### src/rtl/evil_bullet_pool_if.sv
// Control/status bundle between GameControl and the enemy bullet pool.
// The game side drives the master modport; the pool sits on the slave modport.
interface evil_bullet_pool_if #(
  parameter int N = 4
);
  logic                tick;
  logic                attack;
  logic signed [10:0]  xEnemy;
  logic signed [9:0]   yEnemy;
  logic signed [10:0]  xPlayer;
  logic signed [9:0]   yPlayer;
  logic                isQ;
  logic                defend;
  logic [N*11-1:0]     bx;
  logic [N*10-1:0]     by;
  logic [N-1:0]        bvalid;
  logic                isHit;
  logic                isBlock;

  modport master (
    output tick, attack, xEnemy, yEnemy, xPlayer, yPlayer, isQ, defend,
    input  bx, by, bvalid, isHit, isBlock
  );

  modport slave (
    input  tick, attack, xEnemy, yEnemy, xPlayer, yPlayer, isQ, defend,
    output bx, by, bvalid, isHit, isBlock
  );
endinterface

### src/rtl/evil_bullet_pool.sv
// Enemy projectile pool: spawns at the enemy muzzle under a cooldown, flies in -x,
// and resolves each bullet against the player hitbox as a hit or a block.
module evil_bullet_pool #(
  parameter int N        = 4,
  parameter int STEP_X   = 4,
  parameter int BULLET_X = 4,
  parameter int BULLET_Y = 4,
  parameter int PLAYER_X = 16,
  parameter int PLAYER_Y = 32,
  parameter int SQUAT_DY = 24,
  parameter int COOLDOWN = 15,
  parameter int MAP_X    = 640
) (
  input  logic              clk,
  input  logic              rst,
  evil_bullet_pool_if.slave bus
);

  typedef enum logic {IDLE = 1'b0, FLY = 1'b1} slot_state_t;

  localparam int CW = (COOLDOWN > 0) ? $clog2(COOLDOWN + 1) : 1;

  localparam logic signed [12:0] STEP13    = 13'(STEP_X);
  localparam logic signed [12:0] BX13      = 13'(BULLET_X);
  localparam logic signed [12:0] BY13      = 13'(BULLET_Y);
  localparam logic signed [12:0] PX13      = 13'(PLAYER_X);
  localparam logic signed [12:0] PY13      = 13'(PLAYER_Y);
  localparam logic signed [12:0] SQ13      = 13'(SQUAT_DY);
  localparam logic signed [12:0] SPAWN_MAX = 13'(MAP_X - BULLET_X);

  slot_state_t        state [N];
  logic signed [10:0] x_q   [N];
  logic signed [9:0]  y_q   [N];
  logic [CW-1:0]      cnt;
  logic               hit_q;
  logic               block_q;

  // Per-slot next position and collision terms, all in 13-bit signed so nothing wraps.
  logic signed [12:0] xn       [N];
  logic               col      [N];
  logic               off_left [N];
  logic               col_any;
  logic signed [12:0] ply_l, ply_r, ply_top, ply_bot;

  always_comb begin
    ply_l   = 13'(bus.xPlayer) - PX13;
    ply_r   = 13'(bus.xPlayer) + PX13;
    ply_top = 13'(bus.yPlayer) - PY13 + (bus.isQ ? SQ13 : 13'sd0);
    ply_bot = 13'(bus.yPlayer) + PY13;
    col_any = 1'b0;
    for (int i = 0; i < N; i++) begin
      xn[i]       = 13'(x_q[i]) - STEP13;
      col[i]      = (state[i] == FLY)
                    && (xn[i] - BX13 < ply_r) && (xn[i] + BX13 > ply_l)
                    && (13'(y_q[i]) + BY13 >= ply_top)
                    && (13'(y_q[i]) - BY13 <= ply_bot);
      off_left[i] = (xn[i] < BX13);
      col_any     = col_any | col[i];
    end
  end

  // Spawn uses the registered slot states, so a slot freed on this tick is not reused until the next.
  logic               free_any;
  int                 free_idx;
  logic signed [12:0] spawn_x;
  logic               spawn_ok;

  always_comb begin
    free_any = 1'b0;
    free_idx = 0;
    for (int i = N - 1; i >= 0; i--) begin
      if (state[i] == IDLE) begin
        free_any = 1'b1;
        free_idx = i;
      end
    end
    spawn_x = 13'(bus.xEnemy) - PX13 - BX13;
    if (spawn_x > SPAWN_MAX) spawn_x = SPAWN_MAX;
    spawn_ok = bus.attack && (cnt == '0) && free_any && (spawn_x >= BX13);
  end

  always_ff @(posedge clk) begin
    if (rst) begin
      for (int i = 0; i < N; i++) begin
        state[i] <= IDLE;
        x_q[i]   <= '0;
        y_q[i]   <= '0;
      end
      cnt     <= '0;
      hit_q   <= 1'b0;
      block_q <= 1'b0;
    end else begin
      hit_q   <= 1'b0;
      block_q <= 1'b0;
      if (bus.tick) begin
        for (int i = 0; i < N; i++) begin
          if (state[i] == FLY) begin
            // Collision wins over leaving the screen on the same tick.
            if (col[i] || off_left[i]) state[i] <= IDLE;
            else                       x_q[i]   <= 11'(xn[i]);
          end else if (spawn_ok && (i == free_idx)) begin
            state[i] <= FLY;
            x_q[i]   <= 11'(spawn_x);
            y_q[i]   <= bus.yEnemy;
          end
        end
        if (spawn_ok)        cnt <= CW'(COOLDOWN);
        else if (cnt != '0)  cnt <= cnt - CW'(1);
        hit_q   <= col_any & ~bus.defend;
        block_q <= col_any &  bus.defend;
      end
    end
  end

  always_comb begin
    bus.bx     = '0;
    bus.by     = '0;
    bus.bvalid = '0;
    for (int i = 0; i < N; i++) begin
      bus.bx[11*i +: 11] = x_q[i];
      bus.by[10*i +: 10] = y_q[i];
      bus.bvalid[i]      = (state[i] == FLY);
    end
    bus.isHit   = hit_q;
    bus.isBlock = block_q;
  end

endmodule

### src/flat_wrapper.sv
// flat-port wrapper written by rule: the top's interface ports become plain ports
module evil_bullet_pool_flat 
#(
  parameter int N        = 4,
  parameter int STEP_X   = 4,
  parameter int BULLET_X = 4,
  parameter int BULLET_Y = 4,
  parameter int PLAYER_X = 16,
  parameter int PLAYER_Y = 32,
  parameter int SQUAT_DY = 24,
  parameter int COOLDOWN = 15,
  parameter int MAP_X    = 640
)
  (clk, rst, bus_tick, bus_attack, bus_xEnemy, bus_yEnemy, bus_xPlayer, bus_yPlayer, bus_isQ, bus_defend, bus_bx, bus_by, bus_bvalid, bus_isHit, bus_isBlock);
  evil_bullet_pool_if #(.N(N)) bus_i ();
  input  logic clk;
  input  logic rst;
  input wire logic [$bits(bus_i.tick)-1:0] bus_tick;
  input wire logic [$bits(bus_i.attack)-1:0] bus_attack;
  input wire logic [$bits(bus_i.xEnemy)-1:0] bus_xEnemy;
  input wire logic [$bits(bus_i.yEnemy)-1:0] bus_yEnemy;
  input wire logic [$bits(bus_i.xPlayer)-1:0] bus_xPlayer;
  input wire logic [$bits(bus_i.yPlayer)-1:0] bus_yPlayer;
  input wire logic [$bits(bus_i.isQ)-1:0] bus_isQ;
  input wire logic [$bits(bus_i.defend)-1:0] bus_defend;
  output wire logic [$bits(bus_i.bx)-1:0] bus_bx;
  output wire logic [$bits(bus_i.by)-1:0] bus_by;
  output wire logic [$bits(bus_i.bvalid)-1:0] bus_bvalid;
  output wire logic [$bits(bus_i.isHit)-1:0] bus_isHit;
  output wire logic [$bits(bus_i.isBlock)-1:0] bus_isBlock;
  assign bus_i.tick = bus_tick;
  assign bus_i.attack = bus_attack;
  assign bus_i.xEnemy = bus_xEnemy;
  assign bus_i.yEnemy = bus_yEnemy;
  assign bus_i.xPlayer = bus_xPlayer;
  assign bus_i.yPlayer = bus_yPlayer;
  assign bus_i.isQ = bus_isQ;
  assign bus_i.defend = bus_defend;
  assign bus_bx = bus_i.bx;
  assign bus_by = bus_i.by;
  assign bus_bvalid = bus_i.bvalid;
  assign bus_isHit = bus_i.isHit;
  assign bus_isBlock = bus_i.isBlock;
  evil_bullet_pool #(.N(N), .STEP_X(STEP_X), .BULLET_X(BULLET_X), .BULLET_Y(BULLET_Y), .PLAYER_X(PLAYER_X), .PLAYER_Y(PLAYER_Y), .SQUAT_DY(SQUAT_DY), .COOLDOWN(COOLDOWN), .MAP_X(MAP_X)) u_core (.clk(clk), .rst(rst), .bus(bus_i));
endmodule
### config.mk
export PLATFORM = sky130hd
export DESIGN_NAME = evil_bullet_pool_flat
export DESIGN_NICKNAME = d
export VERILOG_FILES = /design/src/rtl/evil_bullet_pool_if.sv /design/src/rtl/evil_bullet_pool.sv /design/src/flat_wrapper.sv
export SDC_FILE = /design/constraint.sdc
export NUM_CORES = 1
export LEC_CHECK = 0
export ABC_CLOCK_PERIOD_IN_PS = 5950
export CORE_ASPECT_RATIO = 1.75
export CORE_MARGIN = 4
export CORE_UTILIZATION = 35
export DETAILED_ROUTE_END_ITERATION = 16
export HOLD_SLACK_MARGIN = 0.15
export SLEW_MARGIN = 10
export SYNTH_ARGS = -nofsm -noshare
export SYNTH_HDL_FRONTEND = slang
export SYNTH_SLANG_ARGS = --single-unit
### constraint.sdc
create_clock -name clk -period 5.95 [get_ports clk]
set_input_delay 1.19 -clock clk [delete_from_list [all_inputs] [get_ports clk]]
set_output_delay 1.19 -clock clk [all_outputs]
set_load 0.02 [all_outputs]
After elaboration in Yosys (flattened, before gate mapping)
Memories as Yosys holds them, arrays and structs flattened.
Index checks and enable logic that the tools add are counted.
{"block": "word_totals", "reg_bits": 6, "mem_bits_rw": 88, "in_bits": 48, "elab_cells": 213, "n_memories": 3}
{"memory": "u_core.x_q", "words": 4, "width": 11, "rd": 4, "rd_clocked_by_memory_dff": 0, "wr": 4, "line_no": "evil_bullet_pool.sv:32", "rtl": "logic signed [10:0] x_q [N];"}
{"memory": "u_core.y_q", "words": 4, "width": 10, "rd": 4, "rd_clocked_by_memory_dff": 0, "wr": 4, "line_no": "evil_bullet_pool.sv:33", "rtl": "logic signed [9:0] y_q [N];"}
{"memory": "u_core.state", "words": 4, "width": 1, "rd": 4, "rd_clocked_by_memory_dff": 0, "wr": 4, "line_no": "evil_bullet_pool.sv:31", "rtl": "slot_state_t state [N];"}
{"block": "op_classes", "add_sub_neg": 28, "order_cmp": 22, "eq_ne": 3, "n_mux": 94, "n_bitwise": 27, "reduce_logical": 33}
{"operator": "$mux 11", "n": 8}
{"operator": "$mux 1", "n": 74}
{"operator": "$sub 13x4->13 const B", "n": 5}
{"operator": "$add 13x4->13 const B", "n": 4}
{"operator": "$ge 13x13->1", "n": 4}
{"operator": "$gt 13x13->1", "n": 4}
{"operator": "$le 13x13->1", "n": 4}
{"operator": "$lt 13x13->1", "n": 4}
{"operator": "$lt 13x4->1 const B", "n": 4}
{"operator": "$sub 11x4->12 const B", "n": 4}
{"operator": "$add 10x4->11 const B", "n": 4}
{"operator": "$sub 10x4->11 const B", "n": 4}
{"operator": "$mux 10", "n": 4}
{"operator": "$logic_not 32->1", "n": 1}
{"operator": "$sub 11x6->12 const B", "n": 2}
{"operator": "$logic_and 1x1->1", "n": 23}
{"operator": "$or 1x1->1", "n": 23}
{"operator": "$add 13x13->13", "n": 1}
{"operator": "$ge 13x4->1 const B", "n": 1}
{"operator": "$gt 13x11->1 const B", "n": 1}
{"operator": "$mux 13", "n": 1}
{"operator": "$add 11x6->12 const B", "n": 1}
{"operator": "$add 10x7->11 const B", "n": 1}
{"operator": "$sub 10x7->11 const B", "n": 1}
{"operator": "14 further kinds", "n": 24}

Depth between registers and ports, before layout
Gate-level depths: netlist of run 1.
An unclocked memory read counts as a cell.
{"block": "depth", "depth_word": 16, "ltp_mapped": 21, "ltp_nobuf": 19}

Worst setup path after synthesis of run 1
Ideal clock, no wire load.
{"block": "synth_path", "path_kind": "register to register", "start": "memory u_core.x_q[1][2]", "end": "memory u_core.x_q[1][10], enable pin", "setup_time_ns": 0.288, "arrival_ns": 4.330, "required_ns": 5.662, "setup_slack_ns": 1.331, "path_stages_with_launch": 21, "period_less_slack_ns": 4.619, "path_cell_list": "edfxtp_1 > buf_2 > inv_1 > ha_1 > nor2b_1 > clkbuf_1 > nand2_1 > xor2_1 > a21oi_1 > nand2_1 > or4b_1 > o21ai_0 > a21oi_1 > ha_1 > and4_1 > nand3_1 > o2111ai_1 > a311o_1 > nor3_1 > nor3_2 > or2_1"}
{"item": "start, declared", "line_no": "evil_bullet_pool.sv:32"}

==> results, run 1 <==
- The via count of the first global-routing pass is 11,000.
- The floorplan core area is 33,600 um2.
- The worst hold path belongs to the class flip-flop to flip-flop.
- The share of final-layout standard cells stronger than drive strength 1 is a little under 6%.
- During placement, the flow inserted port buffers numbering 137.
- In the layout the commonest cells are ha_1 (204), clkdlybuf4s50_1 (137), nand2_1 (106), xnor2_1 (99), nor2_1 (96).
- The design draws approximately 2.6 mW.
- The clock tree synthesis step divided the H-tree into 3 levels.
- In this run the count of I/O pins placed on the die edge is 138.
- The register bit total from synthesis is 94.
- The mean post-synth cell area is 8.68 um2.
- The cell count after synthesis came out at roughly 1,400.
- Setup repair after global routing left no endpoint under its margin.
- The share of the synthesized area in the top cell type is ~22%.
- The clock slew at the register clock pins of the worst setup and hold paths is about 70 ps.
- The arrival time reported for the critical path endpoint is between 5000 and 6000 ps.
- The number of enable-type register cells in the synthesized netlist is between 80 and 90.
- The leading register cell type out of synthesis is edfxtp_1.
- Timing would allow up to 0.186 GHz.
- The pre-antenna-repair detailed-routing pass consisted of 5 iterations.
- At the pin with the least slew margin, the transition time is a little under 1000 ps.
- The cell sitting at the root of the clock tree is a clkbuf_16.
- The count of endpoints failing hold in the final timing report was 0.
- In the final routed layout, each cell accounts on average for between 20 and 25 um.
- The share of the clock period used by the worst path after layout is 90.6%.
- The routed layout has around 11,000 vias.
- The multiplexer share of the synthesized area is less than 1%.
- The die covers between 30,000 and 40,000 um2.
- The number of buffers inserted by post-CTS setup repair is 0.
- The number of max-cap violations is 0.
- At the worst endpoint, the required time is 5960 ps.
- The worst relative slew slack is 35.3%.
- Relative to the synthesized area, the layout overhead comes to 18.8%.
- Dividing the detail-routed via count by the number of cells gives approximately 5.5.
- In this run the power density over the cells is approximately 180 nW/um2.
- The CTS tree is done.
- IR analysis of the VDD net gives a maximum drop of around 0.00014 V.
- For this run, design rule violations remaining after detail routing come to 0.
- Global routing used ~22% of the available tracks.
- The flow ran to the end, and the final reports show no timing, DRC or antenna violations.
- The die is 252 um tall.
- The cell area after synthesis is roughly 12,000 um2.
- The first routing iteration left approximately 450 violations.
- The die width is around 150 um.
- The HPWL after detailed placement is roughly 34,000 um.
- The total leakage power is between 5 and 6 nW.
- The worst-path maximum fanout is 9.
- The starting utilization of the core area is a little over a third.
- The clock reaches the later pin of the worst-skew pair after between 300 and 400 ps.
- The final max-slew violation count is 0.
- The final sum of negative setup slack is 0 ps.
- The xor and xnor fraction of the mapped netlist area is a little under an eighth.
- In this run the remaining antenna-violating nets after routing total 0.
- The count of fill cells added during filler insertion is ~3,400.
- The synthesized netlist devotes 16.3% of its cell area to compound gates.
- The worst setup path is of the input port to flip-flop kind.
- Buffers inserted during clock tree synthesis total 9.
- Of the synthesized area, sequential elements account for between 20% and 30%.
- For this run, asynchronously set or reset flops after synthesis account for 0%.
- The minimum period implied by the final worst setup slack is around 5400 ps.
- The number of antenna violations at the first check in global routing is 0.
- The number of diodes added for antenna fixing is 0.
- The number of buffers added to fix hold violations after cts is 0.
- The final layout contains around 1,800 nets.
- The tree built by TritonCTS fans out to 94 sinks.
- The first global-routing pass estimated about 62,000 um of wire.
- The dominant combinational cell family by area after synthesis is simple AND/OR/NAND/NOR gates.
- The worst setup path is captured at a flip-flop.
- On the final layout, the worst clock skew is 11.6 ps.
- By area the synthesized netlist is led by edfxtp_1 (22%), ha_1 (21%), xnor2_1 (7.3%).
- The synthesized netlist net count is about 1,600.
- The final setup slack of the worst path is 561 ps.
- The number of synthesis warnings is 0.
- Prior to clock tree synthesis, the placed netlist has a worst setup slack of approximately 200 ps.
- The congestion estimate from routability-driven global placement came to 0.958.
- The final number of setup-violating endpoints is 0.
- The total of cells resized after clock tree synthesis is 0.
- The library cell used most frequently in the layout, excluding fill and tap cells, is ha_1.
- The total overflow left after global routing is 0.
- The library cell occupying the most area in the post-synthesis netlist is edfxtp_1.
- The number of different library cells used by synthesis comes to 85.
- The maximum buffer depth of the clock tree is 2.
- Row generation in the floorplan step produced 89 rows.
- The simple-gate share of the synthesized area is between 20 and 25%.
- The synthesized netlist devotes between 20% and 30% of its cell area to adder and majority cells.
- Entering global routing, the biggest net connects 16 pins.
- STA classifies the critical path startpoint as an input port.
- The total routed wirelength is between 40,000 and 50,000 um.
logic make-up after synthesis:
| family | Yosys count |
|---|---|
| muxes | 4 |
| and+or+nand+nor | 493 |
| DFF | 94 |
| buffers and inverters | 134 |
| xor gates and xnor gates | 159 |
| adders and majority gates | 205 |
| AOI/OAI and AO/OA | 282 |
path summary, 6_finish.rpt:
kind	end	startpoint	slack (ps)	depth (start not counted)
max	u_core.x_q[2][8]	bus_yPlayer[5]	560	13
min	u_core.cnt[1]	u_core.cnt[1]	470	1
min reg2reg	u_core.cnt[1]	u_core.cnt[1]	470	1
max reg2reg	u_core.x_q[1][7]	u_core.x_q[1][2]	690	18
synth_stat cells, types with 15 or more instances:
cell type  instances
edfxtp_1          88
xor2_1            58
nor2_1            96
nor2b_1           20
clkbuf_1          29
o21ai_0           34
or3_1             16
and2_1            47
nor3_1            35
xnor2_1           99
a31oi_1           16
a21o_1            18
nand4_1           23
a211oi_1          16
o22ai_1           23
a21oi_1           67
and3_1            15
nand3_1           51
nand2_1          106
ha_1             204
inv_1             79
power breakdown:
| group | switching [mW] | internal, mW | total, mW | leakage (nW) |
|---|---|---|---|---|
| registers | 0.0778 | 0.772 | 0.850 | 0.963 |
| logic | 0.682 | 0.488 | 1.17 | 4.72 |
| clock network | 0.267 | 0.293 | 0.560 | 0.126 |
| total | 1.03 | 1.55 | 2.58 | 5.81 |
flip-flops by register name, summed over array words and instances, names as in the netlist:
register	cells
u_core.bus.isBlock	1
u_core.state	4
u_core.y_q	40
u_core.cnt	4
u_core.x_q	44
u_core.bus.isHit	1
per-layer routing:
layer / global-route usage, % / wire (um)
met3: 2.41 / 1760
met2: 43.0 / 22400
met1: 21.2 / 13800
met5: 0 / 0
met4: 13.9 / 2920
cell type report:
cell class | count | area [um2] | area share, %
clock buffers | 12 | 246 | 1.74
clock inverters | 4 | 23.8 | 0.168
inverters | 82 | 308 | 2.18
multi-input cells | 1143 | 8580 | 60.7
flip-flops and latches | 94 | 2760 | 19.5
well taps | 455 | 569 | 4.03
repair buffers | 174 | 1650 | 11.7
per-stage QoR:
step | instances | hold WS [ps] | util [%] | area, um2
final | 1964 | 471 | 42.0 | 14100
after global routing | 1964 | 503 | 42.0 | 14100
after CTS | 1964 | 475 | 42.0 | 14100
after detailed placement | 1948 | 458 | 41.2 | 13900
after global placement | 1948 | 456 | 41.2 | 13900
after floorplan | 1371 | 440 | - | 11900
critical path, stage by stage:
cell and delay [ps]:
clkdlybuf4s50_1 560, inv_1 80, ha_1 310, nor4_1 590, xnor2_1 310, ha_1 370
nand2_1 60, or4_1 510, o211ai_1 320, nand4b_1 140, a31oi_1 420, or3_1 240
nand2_1 280
(Power assumes the default switching activity.)
==> inputs of run 2 (changes only) <==
--- a/config.mk
+++ b/config.mk
@@ -6,11 +6,13 @@
 export NUM_CORES = 1
 export LEC_CHECK = 0
 export ABC_CLOCK_PERIOD_IN_PS = 5950
-export CORE_ASPECT_RATIO = 1.75
+export CORE_ASPECT_RATIO = 1.5
 export CORE_MARGIN = 4
-export CORE_UTILIZATION = 35
+export CORE_UTILIZATION = 59
+export CTS_BUF_LIST = sky130_fd_sc_hd__clkbuf_4 sky130_fd_sc_hd__clkbuf_8 sky130_fd_sc_hd__clkbuf_16
 export DETAILED_ROUTE_END_ITERATION = 16
 export HOLD_SLACK_MARGIN = 0.15
+export PLACE_DENSITY = 0.83
 export SLEW_MARGIN = 10
 export SYNTH_ARGS = -nofsm -noshare
 export SYNTH_HDL_FRONTEND = slang
==> run 2 against run 1 <==
  * Core utilization grew 28 points
  * Clock-buffer cell count did not move
  * Register-to-register slack better by 60 ps
  * First-iteration DRC count increased by 90%
  * Combinational power is essentially flat
  * Highest routed layer unchanged
==> results, run 2 (synthesis gave the netlist of run 1 again) <==
- The run finished with clean final reports.
- The largest net degree at the start of global routing is 16.
- The worst-path maximum fanout is 9.
- The worst-margin pin slew is 985 ps.
- The start-to-end type of the worst setup path is input port to flip-flop.
- The detailed-routing iteration count for the pre-antenna-repair pass is 7.
- The worst-case clock skew is 11.3 ps.
- The number of placement rows is 63.
- Setup repair after global routing left no endpoint under its margin.
- The final max-slew violation count is 0.
- The number of flip-flops under the largest register name is 44.
- Timing would allow up to approximately 0.19 GHz.
- The number of diodes added for antenna fixing is 0.
- The H-tree depth reported by CTS is 3.
- Summed over all layers, the global routing overflow is 0.
- The final antenna-violating net count is 0.
- The final layout contains ~1,700 nets.
- In the routed design, unresolved DRC markers number 0.
- The kind of end point of the critical path is a flip-flop.
- After detailed routing, the average wire length per cell comes to between 20 and 25 um.
- Setup total negative slack on the finished layout was measured at 0 ps.
- The register area is about 2800 um2.
- The total routed wirelength is 36,700 um.
- The number of DRC markers in iteration 0 is 862.
- The area of the die is around 23,000 um2.
- The HPWL after detailed placement is about 30,000 um.
- Clock latency on the worst-skew pair, taken at its later pin, is 360 ps.
- Global routing used 32.5% of the available tracks across all layers.
- The count of clock tree sinks is 94.
- The total instance count after detailed placement is ~1,700.
- Setup slack on the worst reg-to-reg path comes out at 750 ps.
- The clock slew at the register clock pins of the worst setup and hold paths is approximately 70 ps.
- The library cell used most frequently in the layout, excluding fill and tap cells, is ha_1.
- Once the clock tree was built, the resizer swapped 0 gates to a different size.
- The worst relative slew slack is about a third.
- In this run the post-CTS setup repair buffer count came out at 0.
- The maximum buffer depth of the clock tree is 2.
- The number of antenna violations at the first check in global routing is 0.
- Clock tree synthesis inserted a total of 9 buffers.
- The launching element type of the critical path is an input port.
- The class of the tightest hold or removal check is flip-flop to flip-flop.
- The number of buffers added to fix hold violations after cts is 0.
- Compared with the post-synthesis result, the final layout area differs by 16.1%.
- Setup slack closes at 685 ps.
- For this design the ratio of total power to cell area is between 150 and 200 nW/um2.
- In the layout the commonest cells are ha_1 (204), clkdlybuf4s50_1 (137), nand2_1 (106), xnor2_1 (99), nor2_1 (96).
- At the end of routability-driven placement, the weighted congestion stood at around 0.95.
- The total via count after detailed routing is between 10,000 and 15,000.
- u_core.x_q holds more flip-flops than any other register.
- Setup violations remaining at the end of the flow were counted as 0.
- The total leakage power is between 5 and 6 nW.
- The cell sitting at the root of the clock tree is a clkbuf_16.
- Max-cap violations in this run came to 0.
- The count of endpoints failing hold in the final timing report is 0.
- In the final layout, the multi-input gates occupy 8580 um2.
- The share of final-layout standard cells stronger than drive strength 1 is 5.15%.
- The count of fill cells added during filler insertion is between 1,500 and 2,000.
- The arrival time reported for the critical path endpoint is between 5000 and 6000 ps.
- The floorplan core area is slightly below 20,000 um2.
- The first global-routing pass estimated 56,400 um of wire.
- The number of port buffers is around 140.
- The worst setup slack after placement is ~380 ps.
- Measured along the x axis, the die boundary spans about 120 um.
- The die extent in y is roughly 180 um.
- The final critical path takes up 88.5% of the cycle.
- The starting utilization of the core area is between 60% and 70%.
- The via count of the first global-routing pass came to ~11,000.
- The worst path in the final design needs a cycle of ~5300 ps, including I/O delays and setup.
- The number of top-level design ports is roughly 140.
- For the worst setup path, the data required time is 5970 ps.
- The via count normalized by instance count is around 6.4.
- The peak ir drop on the vdd network is approximately 0.00013 V.
- The number of standard cells in the final layout excluding fillers is roughly 1,800.
- The largest registers in the layout are u_core.x_q (44), u_core.y_q (40).
- The CTS tree is done.
## run 2: worst paths after layout
check | from | endpoint | cells after the start
worst max-delay path | bus_yPlayer[5] | u_core.x_q[1][4] | 14
worst min-delay path | u_core.cnt[1] | u_core.cnt[1] | 1
worst max register to register | u_core.x_q[1][2] | u_core.x_q[1][4] | 18
worst min register to register | u_core.cnt[1] | u_core.cnt[1] | 1
## run 2: critical path: stages
cell	delay [ps]
clkdlybuf4s50_1	540
inv_1	80
ha_1	310
nor4_1	550
xnor2_1	280
ha_1	370
a21oi_1	120
nor2_1	50
a211oi_1	220
o211ai_1	140
a31oi_1	420
nor3_1	160
nor3_2	430
or2_1	420
## run 2: per-stage QoR
step / cell area, um2 / hold slack [ps] / power, mW / util, %
CTS: 13800 / 481 / 2.57 / 69.8
global placement: 13500 / 452 / 1.96 / 68.3
global route: 13800 / 504 / 2.74 / 69.8
detailed placement: 13500 / 465 / 1.99 / 68.3
finish: 13800 / 475 / 2.59 / 69.8
floorplan: 11900 / 440 / 1.61 / -
## run 2: report_power, final
| group | total [mW] | switching, mW | internal (mW) |
|---|---|---|---|
| Clock | 0.588 | 0.257 | 0.332 |
| Combinational | 1.15 | 0.674 | 0.478 |
| Sequential | 0.849 | 0.0770 | 0.772 |
## run 2: final cells by class
cell class | count | area share (%)
clock buffer | 12 | 2.01
clock inverter | 4 | 0.199
inverter | 82 | 2.23
multi-input combinational | 1143 | 62.1
sequential | 94 | 20.0
tap | 260 | 2.35
timing repair buffer | 159 | 11.1
## run 2: routing by layer
metal,track usage [%],up-vias,part of all wire (%)
met3,4.77,179,5.4
met4,25.2,0,9.2
met2,58.5,480,51
li1,-,5255,-
met1,32.3,5235,35
met5,0,-,0
